--- src/rtl/alu_issue_unit.sv ---
// ALU issue/execute stage: round-robin pick of a ready station slot, two-stage execute, result to CDB.
// Latency: slot eligible at edge N -> issue reg at N -> result reg at N+1, presented until consumed.
// Backpressure: cdb_stall holds the result reg; the issue reg and new grants stall behind it.

package alu_issue_pkg;

    typedef enum logic [2:0] {
        ALU_ADD, ALU_SUB, ALU_SLL, ALU_SRL, ALU_SRA, ALU_XOR, ALU_OR, ALU_AND
    } alu_op_t;

    typedef enum logic [2:0] {
        CMP_BEQ, CMP_BNE, CMP_BLT, CMP_BGE, CMP_BLTU, CMP_BGEU
    } cmp_op_t;

    typedef struct packed {
        logic        valid;
        logic [3:0]  tag;
        logic [31:0] r1;
        logic [31:0] r2;
        alu_op_t     alu_opcode;
        cmp_op_t     cmp_opcode;
    } rs_t;

    typedef struct packed {
        logic        rdy;
        logic [3:0]  tag;
        logic [31:0] data;
    } sal_t;

endpackage

module alu_issue_unit
    import alu_issue_pkg::*;
#(
    parameter int size = 8
) (
    input  logic              clk,
    input  logic              rst,
    input  logic              flush,
    input  rs_t               data [size],
    input  logic [size-1:0]   acu_operation,
    input  logic [size-1:0]   ready,
    input  logic              cdb_stall,
    output sal_t              broadcast_bus [size],
    output logic              cdb_valid,
    output logic [3:0]        cdb_tag,
    output logic [31:0]       cdb_data,
    output logic              busy
);

    localparam int PW = (size > 1) ? $clog2(size) : 1;

    typedef struct packed {
        logic [PW-1:0] slot;
        logic [3:0]    tag;
        logic [31:0]   r1;
        logic [31:0]   r2;
        alu_op_t       alu_op;
        cmp_op_t       cmp_op;
        logic          acu;
    } iss_t;

    // Pipeline state
    logic          iss_vld;
    iss_t          iss_q;
    logic          res_vld;
    logic [PW-1:0] res_slot;
    logic [3:0]    res_tag;
    logic [31:0]   res_dat;
    logic [size-1:0] inflight;
    logic [PW-1:0] rr_ptr;

    // Handshake terms
    logic          consume;
    logic          res_free;
    logic          iss_adv;
    logic          iss_free;
    logic          grant;

    logic [size-1:0] elig;
    logic          gnt_vld;
    logic [PW-1:0] gnt_slot;
    logic [PW-1:0] rr_idx;
    logic [PW-1:0] rr_next;

    logic [31:0]   alu_res;
    logic          cmp_res;
    logic [31:0]   exe_res;
    logic [size-1:0] bb_rdy;

    assign consume  = res_vld & ~cdb_stall;
    assign res_free = ~res_vld | consume;
    assign iss_adv  = iss_vld & res_free;
    assign iss_free = ~iss_vld | iss_adv;
    assign grant    = gnt_vld & iss_free;
    assign rr_next  = (gnt_slot == PW'(size - 1)) ? '0 : gnt_slot + 1'b1;

    // A slot may be picked only once per trip through the pipeline
    always_comb begin
        for (int i = 0; i < size; i++) begin
            elig[i] = ready[i] & data[i].valid & ~inflight[i];
        end
    end

    // Round-robin search starting at rr_ptr, wrapping past size-1 to 0
    always_comb begin
        gnt_vld  = 1'b0;
        gnt_slot = '0;
        rr_idx   = '0;
        for (int k = 0; k < size; k++) begin
            rr_idx = PW'((int'(rr_ptr) + k) % size);
            if (!gnt_vld && elig[rr_idx]) begin
                gnt_vld  = 1'b1;
                gnt_slot = rr_idx;
            end
        end
    end

    // Execute from the issue register; compare results are zero-extended flags
    always_comb begin
        alu_res = '0;
        case (iss_q.alu_op)
            ALU_ADD: alu_res = iss_q.r1 + iss_q.r2;
            ALU_SUB: alu_res = iss_q.r1 - iss_q.r2;
            ALU_SLL: alu_res = iss_q.r1 << iss_q.r2[4:0];
            ALU_SRL: alu_res = iss_q.r1 >> iss_q.r2[4:0];
            ALU_SRA: alu_res = $unsigned($signed(iss_q.r1) >>> iss_q.r2[4:0]);
            ALU_XOR: alu_res = iss_q.r1 ^ iss_q.r2;
            ALU_OR:  alu_res = iss_q.r1 | iss_q.r2;
            ALU_AND: alu_res = iss_q.r1 & iss_q.r2;
            default: alu_res = '0;
        endcase
        cmp_res = 1'b0;
        case (iss_q.cmp_op)
            CMP_BEQ:  cmp_res = (iss_q.r1 == iss_q.r2);
            CMP_BNE:  cmp_res = (iss_q.r1 != iss_q.r2);
            CMP_BLT:  cmp_res = ($signed(iss_q.r1) <  $signed(iss_q.r2));
            CMP_BGE:  cmp_res = ($signed(iss_q.r1) >= $signed(iss_q.r2));
            CMP_BLTU: cmp_res = (iss_q.r1 <  iss_q.r2);
            CMP_BGEU: cmp_res = (iss_q.r1 >= iss_q.r2);
            default:  cmp_res = 1'b0;
        endcase
        exe_res = iss_q.acu ? {31'b0, cmp_res} : alu_res;
    end

    // Control state: valid bits, in-flight mask and arbiter pointer; flush behaves like reset
    always_ff @(posedge clk) begin
        if (rst || flush) begin
            iss_vld  <= 1'b0;
            res_vld  <= 1'b0;
            inflight <= '0;
            rr_ptr   <= '0;
        end else begin
            if (iss_adv) begin
                res_vld <= 1'b1;
            end else if (consume) begin
                res_vld <= 1'b0;
            end

            if (grant) begin
                iss_vld <= 1'b1;
                rr_ptr  <= rr_next;
            end else if (iss_adv) begin
                iss_vld <= 1'b0;
            end

            // Granted slot is never the consumed one, so set and clear never collide
            for (int i = 0; i < size; i++) begin
                if (grant && gnt_slot == PW'(i)) begin
                    inflight[i] <= 1'b1;
                end else if (consume && res_slot == PW'(i)) begin
                    inflight[i] <= 1'b0;
                end
            end
        end
    end

    // Payload registers; qualified by the valid bits so they need no reset
    always_ff @(posedge clk) begin
        if (grant) begin
            iss_q <= '{slot:   gnt_slot,
                       tag:    data[gnt_slot].tag,
                       r1:     data[gnt_slot].r1,
                       r2:     data[gnt_slot].r2,
                       alu_op: data[gnt_slot].alu_opcode,
                       cmp_op: data[gnt_slot].cmp_opcode,
                       acu:    acu_operation[gnt_slot]};
        end
        if (iss_adv) begin
            res_slot <= iss_q.slot;
            res_tag  <= iss_q.tag;
            res_dat  <= exe_res;
        end
    end

    // Done pulse to the owning slot only when the ROB takes the result
    always_comb begin
        for (int i = 0; i < size; i++) begin
            broadcast_bus[i] = '0;
        end
        if (consume) begin
            broadcast_bus[res_slot] = '{rdy: 1'b1, tag: res_tag, data: res_dat};
        end
    end

    // Gather rdy bits for the one-hot check
    always_comb begin
        for (int i = 0; i < size; i++) begin
            bb_rdy[i] = broadcast_bus[i].rdy;
        end
    end

    assign cdb_valid = consume;
    assign cdb_tag   = res_vld ? res_tag : '0;
    assign cdb_data  = res_vld ? res_dat : '0;
    assign busy      = iss_vld | res_vld;

    rdy_onehot_a: assert property (@(posedge clk) disable iff (rst) $onehot0(bb_rdy));
    no_double_grant_a: assert property (@(posedge clk) disable iff (rst || flush)
                                        grant |-> !inflight[gnt_slot]);

endmodule
--- config.mk ---
export PLATFORM = sky130hd
export DESIGN_NAME = alu_issue_unit
export DESIGN_NICKNAME = d
export VERILOG_FILES = /design/src/rtl/alu_issue_unit.sv
export SDC_FILE = /design/constraint.sdc
export NUM_CORES = 1
export LEC_CHECK = 0
export ABC_AREA = 1
export BUFFER_PORTS_ARGS = -buffer_cell sky130_fd_sc_hd__buf_2
export CORE_AREA = 8 8 368 370
export CTS_CLUSTER_DIAMETER = 60
export DETAILED_ROUTE_END_ITERATION = 16
export DIE_AREA = 0 0 376 378
export SLEW_MARGIN = 10
export SYNTH_ARGS = -nofsm -noshare
export SYNTH_HDL_FRONTEND = slang
export SYNTH_SLANG_ARGS = --single-unit
--- constraint.sdc ---
create_clock -name clk -period 8 [get_ports clk]
set_clock_uncertainty 0.15 [all_clocks]
set_input_delay 0.4 -clock clk [delete_from_list [all_inputs] [get_ports clk]]
set_output_delay 0.4 -clock clk [all_outputs]
set_load 0.05 [all_outputs]
-- Yosys cells after proc, flatten, opt, wreduce, memory -nomap -nowiden
Index checks and enable logic that the tools add are counted.
- output and inout port bits: 334
- bits in latches: 0
- bits in writable memories: 0
- memories: 0
- input bits: 620
- bits in read-only memories: 0
- word-level logic and storage cells: 230
- register bits after elaboration: 130
- shift-type cells: 3
- eq/ne operators: 28
- add/subtract/negate cells: 10
- multipliers: 0
- order comparisons: 16
- bitwise logic cells: 39
- div/mod/pow operators: 0
- reductions and logical operators: 46
- multiplexer cells: 66
- operators by type and width (cell ; number):
    $and A296 B296 Y296 ; 1
    $mux W296 ; 1
    $pmux W32 S8 ; 1
    $bmux W75 S3 ; 1
    $mux W74 ; 2
    $demux W37 S3 ; 1
    $ge A32 B32 Y1 ; 2
    $lt A32 B32 Y1 ; 2
    $eq A3 B3 Y1 const B ; 14
    $mux W1 ; 38
    $mux W37 ; 1
    $lt A3 B4 Y1 const B ; 9
    $add A32 B32 Y32 ; 1
    $and A32 B32 Y32 ; 1
    $eq A32 B32 Y1 ; 1
    $mux W32 ; 1
    $ne A32 B32 Y1 ; 1
    $or A32 B32 Y32 ; 1
    $shl A32 B5 Y32 ; 1
    $shr A32 B5 Y32 ; 1
    $sshr A32 B5 Y32 ; 1
    $sub A32 B32 Y32 ; 1
    $xor A32 B32 Y32 ; 1
    $bmux W1 S3 ; 9
    19 further kinds ; 115

-- Longest topological paths before layout
- depth after elaboration: 30
- mapped depth: 27
- mapped depth without buffers: 24

-- Worst setup path before layout
No wires, ideal clock.
- path type: reg2reg
- from: register rr_ptr[1]
- to: register iss_q[0] in the netlist's numbering (enable)
- data arrival time: 3.488 ns
- slack: 3.928 ns
- stages on the path, launching flop included: 16
- period minus slack after synthesis: 4.072 ns
- library setup time: 0.434 ns
- path buffers: 2
- data required time: 7.416 ns
- cell sequence: dfxtp_1 -> buf_2 -> inv_2 -> ha_1 -> buf_2 -> inv_2 -> nand3_1 -> nand2_1 -> nand2_1 -> nand2_2 -> nor2_4 -> nand4_2 -> nor2_4 -> nand3_1 -> o21ai_1 -> inv_1
- cells in the longest elaborated chain, start to end: 25
- elaborated cells on any way between the ends: 46
- classes of those cells: 7 x add/sub; 24 x mux; 1 x bitwise; 14 x reduce/logical
- ends and longest elaborated chain (element ; line ; source):
    start, declared ; 71 ; logic [PW-1:0] rr_ptr;
    start signal, assigned ; 162 ; rr_ptr <= rr_next;
    parallel branches: the longest is 23 deep, another holds $add A3 B1 Y3 ; -- ;
    $mux W1 (*) ; 112 ; if (!gnt_vld && elig[rr_idx]) begin
    $and A1 B1 Y1 (*) ; 95 ; assign grant = gnt_vld & iss_free;
    named net grant ; 78 ; logic grant;
    end signal, assigned ; 181 ; iss_q <= '{slot: gnt_slot,
    end, declared ; 65 ; iss_t iss_q;
Mark *: on every way through the listed nets, which the timed path passes. The select of a mux whose other input is x is not followed.
A chain may end at the register's enable or synchronous reset.

-- Worst setup path after layout
- from: register rr_ptr[0]
- to: register iss_q[36] in the netlist's numbering, data pin
- cells in the longest elaborated chain, start to end: 28
- elaborated cells on any way between the ends: 56
- classes of those cells: 7 x add/sub; 34 x mux; 1 x bitwise; 14 x reduce/logical
- ends and longest elaborated chain (element ; line ; source):
    parallel branches: the longest is 23 deep, another holds $add A3 B1 Y3 ; -- ;
    $mux W3 (*) ; 112 ;
    $not A3 Y4 (implied by the code) (*) ; 184 ; r2: data[gnt_slot].r2,
    $bmux W75 S3 (*) ; 184 ;
    $mux W74 (*) (2 in series) ; -- ;
Every way passes the cells marked *. The select of a mux whose other input is x is not followed.

==> results.sh <==
export IMPL_min_path_type="primary input to flop"
export IMPL_overflow=0
export IMPL_h_tree_depth=4
export IMPL_synth_edff_count=117
export IMPL_critical_path_max_fanout=157
export IMPL_row_count=133
export IMPL_grt_pass1_wl_um=221800
export IMPL_path_clk_slew_ps=90
export IMPL_fmax_mhz=192.0
export IMPL_vias=31050
export IMPL_ys_ff_latch=130
export IMPL_ff_latch_area_sq_mm=0.003774
export IMPL_yosys_most_used_dff="edfxtp_1"
export IMPL_fin_nets=5258
export IMPL_cts_hold_fix_buffers=0
export IMPL_start_kind="flop"
export IMPL_wl_um=162300
export IMPL_worst_pin_slew_ps=1163
export IMPL_coreArea_sq_mm=0.1301
export IMPL_required_ps=8210
export IMPL_clk_latency_ps=500
export IMPL_worstPathArrival_ps=5410
export IMPL_avgViaCountPerCell=4.917
export IMPL_min_period_ps=5209
export IMPL_slew_headroom_pct=22.50
export IMPL_die_x_um=376
export IMPL_min_period_over_period_pct=65.11
export IMPL_multiInputGateArea_sq_mm=0.01486
export IMPL_tns_ps=0
export IMPL_ios=954
export IMPL_outcome="completed"
export IMPL_antenna_found_initial=31
export IMPL_async_reset_ff_share_pct=0
export IMPL_post_cts_buffers=0
export IMPL_drc_errors=0
export IMPL_cts_buffer_depth=2
export IMPL_yosysSeqAreaShare_pct=17.73
export IMPL_fill_cells=15220
export IMPL_syn_avg_cell_area_sq_um=5.639
export IMPL_grt_pass1_vias=29540
export IMPL_cts_tree="yes"
export IMPL_grt_total_usage_pct=21.37
export IMPL_setup_violations=0
export IMPL_drive_gt1_share_pct=24.01
export IMPL_max_cap_violations=0
export IMPL_wl_per_cell_um=25.70
export IMPL_drtIter0Drc=3242
export IMPL_cts_num_sinks=130
export IMPL_end_kind="flop"
export IMPL_grt_setup_unrepaired="no"
export IMPL_ctsRootBufferMaster="clkbuf_16"
export IMPL_gp_congestion=0.9861
export IMPL_drt_first_pass_iters=7
export IMPL_start_util_pct=16.35
export IMPL_slew_viol_final=0
export IMPL_yosysUniqueCellTypes=57
export IMPL_area_growth_pct=32.41
export IMPL_synth_area_sq_mm=0.02128
export IMPL_hpwl_um=134200
export IMPL_dieArea_sq_mm=0.1421
export IMPL_crit_type="flop to flop"
export IMPL_grt_max_degree=158
export IMPL_drtAntennaViolNets=0
export IMPL_syn_num_nets=4501
export IMPL_port_buffers=953
export IMPL_cts_resized=0
export IMPL_die_h_um=378
export IMPL_cts_buffers=17
export IMPL_synthCells=3774
export IMPL_hold_viol=0
export IMPL_yosysWarnings=0
export IMPL_rrSetupSlack_ps=2790
## area by class of cell
class | instances | share of cell area, %
diodes | 16 | 0.1421
clock buffers | 19 | 1.687
clock inverters | 13 | 0.4618
inverters | 372 | 4.964
multi-input cells | 2994 | 52.74
flip-flops and latches | 130 | 13.39
well taps | 1755 | 7.792
repair buffers | 1016 | 18.83
## cells in the mapped netlist (all sizes together) (12+ instances only)
cell type	count	share of area [%]
nand2	903	16
nand3	845	20
nor2	469	8.4
inv	367	6.5
o21ai	217	5.2
a21oi	181	4.3
buf	158	4.1
clkbuf	120	2.1
edfxtp	117	17
ha	105	6.2
o211ai	28	0.99
nor3	27	0.66
nand4	26	0.79
a31oi	23	0.68
o22ai	21	0.62
mux2i	16	0.75
o21a	16	0.56
a211oi	13	0.46
dfxtp	13	1.2
or2	13	0.38
a221oi	12	0.49
## path summary, 6_finish.rpt
path,startpoint,to,cells past startpoint
max,rr_ptr[0],iss_q[36],18
min,rst,res_vld,4
max reg2reg,rr_ptr[0],iss_q[36],18
min reg2reg,iss_q[71],res_tag[0],0
## cell usage in the layout (no fill, tap or decap), types with 6 or more instances in the layout
| cell | n |
|---|---|
| inv_1 | 361 |
| or2_2 | 13 |
| nand2_1 | 897 |
| o211ai_1 | 28 |
| edfxtp_1 | 117 |
| buf_4 | 58 |
| diode_2 | 16 |
| o22ai_1 | 21 |
| xor2_1 | 10 |
| buf_2 | 953 |
| a221oi_1 | 12 |
| a31oi_1 | 23 |
| nor2_1 | 463 |
| ha_1 | 105 |
| a211oi_1 | 13 |
| nor3_1 | 22 |
| o221ai_1 | 7 |
| a21oi_1 | 181 |
| o21a_1 | 16 |
| a2111oi_0 | 8 |
| mux2i_1 | 16 |
| o21bai_1 | 6 |
| o2111ai_1 | 9 |
| dfxtp_1 | 13 |
| o21ai_0 | 210 |
| inv_6 | 6 |
| clkbuf_16 | 19 |
| nand3_1 | 843 |
| nand4_1 | 25 |
## critical path: stages, from the launching register on
cell	delay, ps
dfxtp_1	610
inv_2	210
ha_1	540
inv_2	140
nand3_1	130
nand2_1	60
nand2_1	90
nand2_2	90
nor2_4	140
nand4_2	130
nor2_4	190
nand2_2	120
nand4_1	260
buf_12	450
buf_4	690
nand3_1	140
nand3_1	190
nand3_1	240
nand2_1	160
## through the flow
step | hold slack [ps] | std cells | cell area, sq um | utilization (%) | worst slack [ps]
after floorplan | 250.3 | 3774 | 21280 | - | 3928
after global placement | 255.8 | 6267 | 27540 | 21.16 | 2885
after detailed placement | 255.7 | 6267 | 27540 | 21.16 | 2966
after CTS | 57.48 | 6299 | 28140 | 21.62 | 2947
after global routing | 121.9 | 6311 | 28170 | 21.65 | 2443
final | 101.8 | 6315 | 28180 | 21.66 | 2791
## per-layer routing
| layer | global-route usage (%) | wire (um) | vias to the layer above |
|---|---|---|---|
| met1 | 26.30 | 64850 | 14760 |
| met2 | 36.29 | 76100 | 1897 |
| met4 | 9.056 | 7454 | 10 |
| met5 | 0 | 60 | - |
| met3 | 4.232 | 13810 | 259 |
| li1 | - | - | 14130 |
## kinds of logic after synthesis
kind of cell             after synthesis  synth area share [%]
multiplexers                          16                0.7525
flip-flops                           130                 17.73
adder cells (fa/ha/maj)              107                 6.361
buffers and inverters                650                 12.76
XOR/XNOR                              14                0.5761
AND/OR/NAND/NOR                     2295                 46.54
AO/OA/AOI/OAI                        562                 15.28
## registers in the layout, summed over array words and instances, names as in the netlist
name / cells
res_dat: 32
iss_vld: 1
iss_q: 78
res_vld: 1
res_tag: 4
res_slot: 3
rr_ptr: 3
inflight: 8
Power is left out: the tool's default activity adds up to more than one toggle a clock period on the data nets, which glitch-free logic cannot reach.
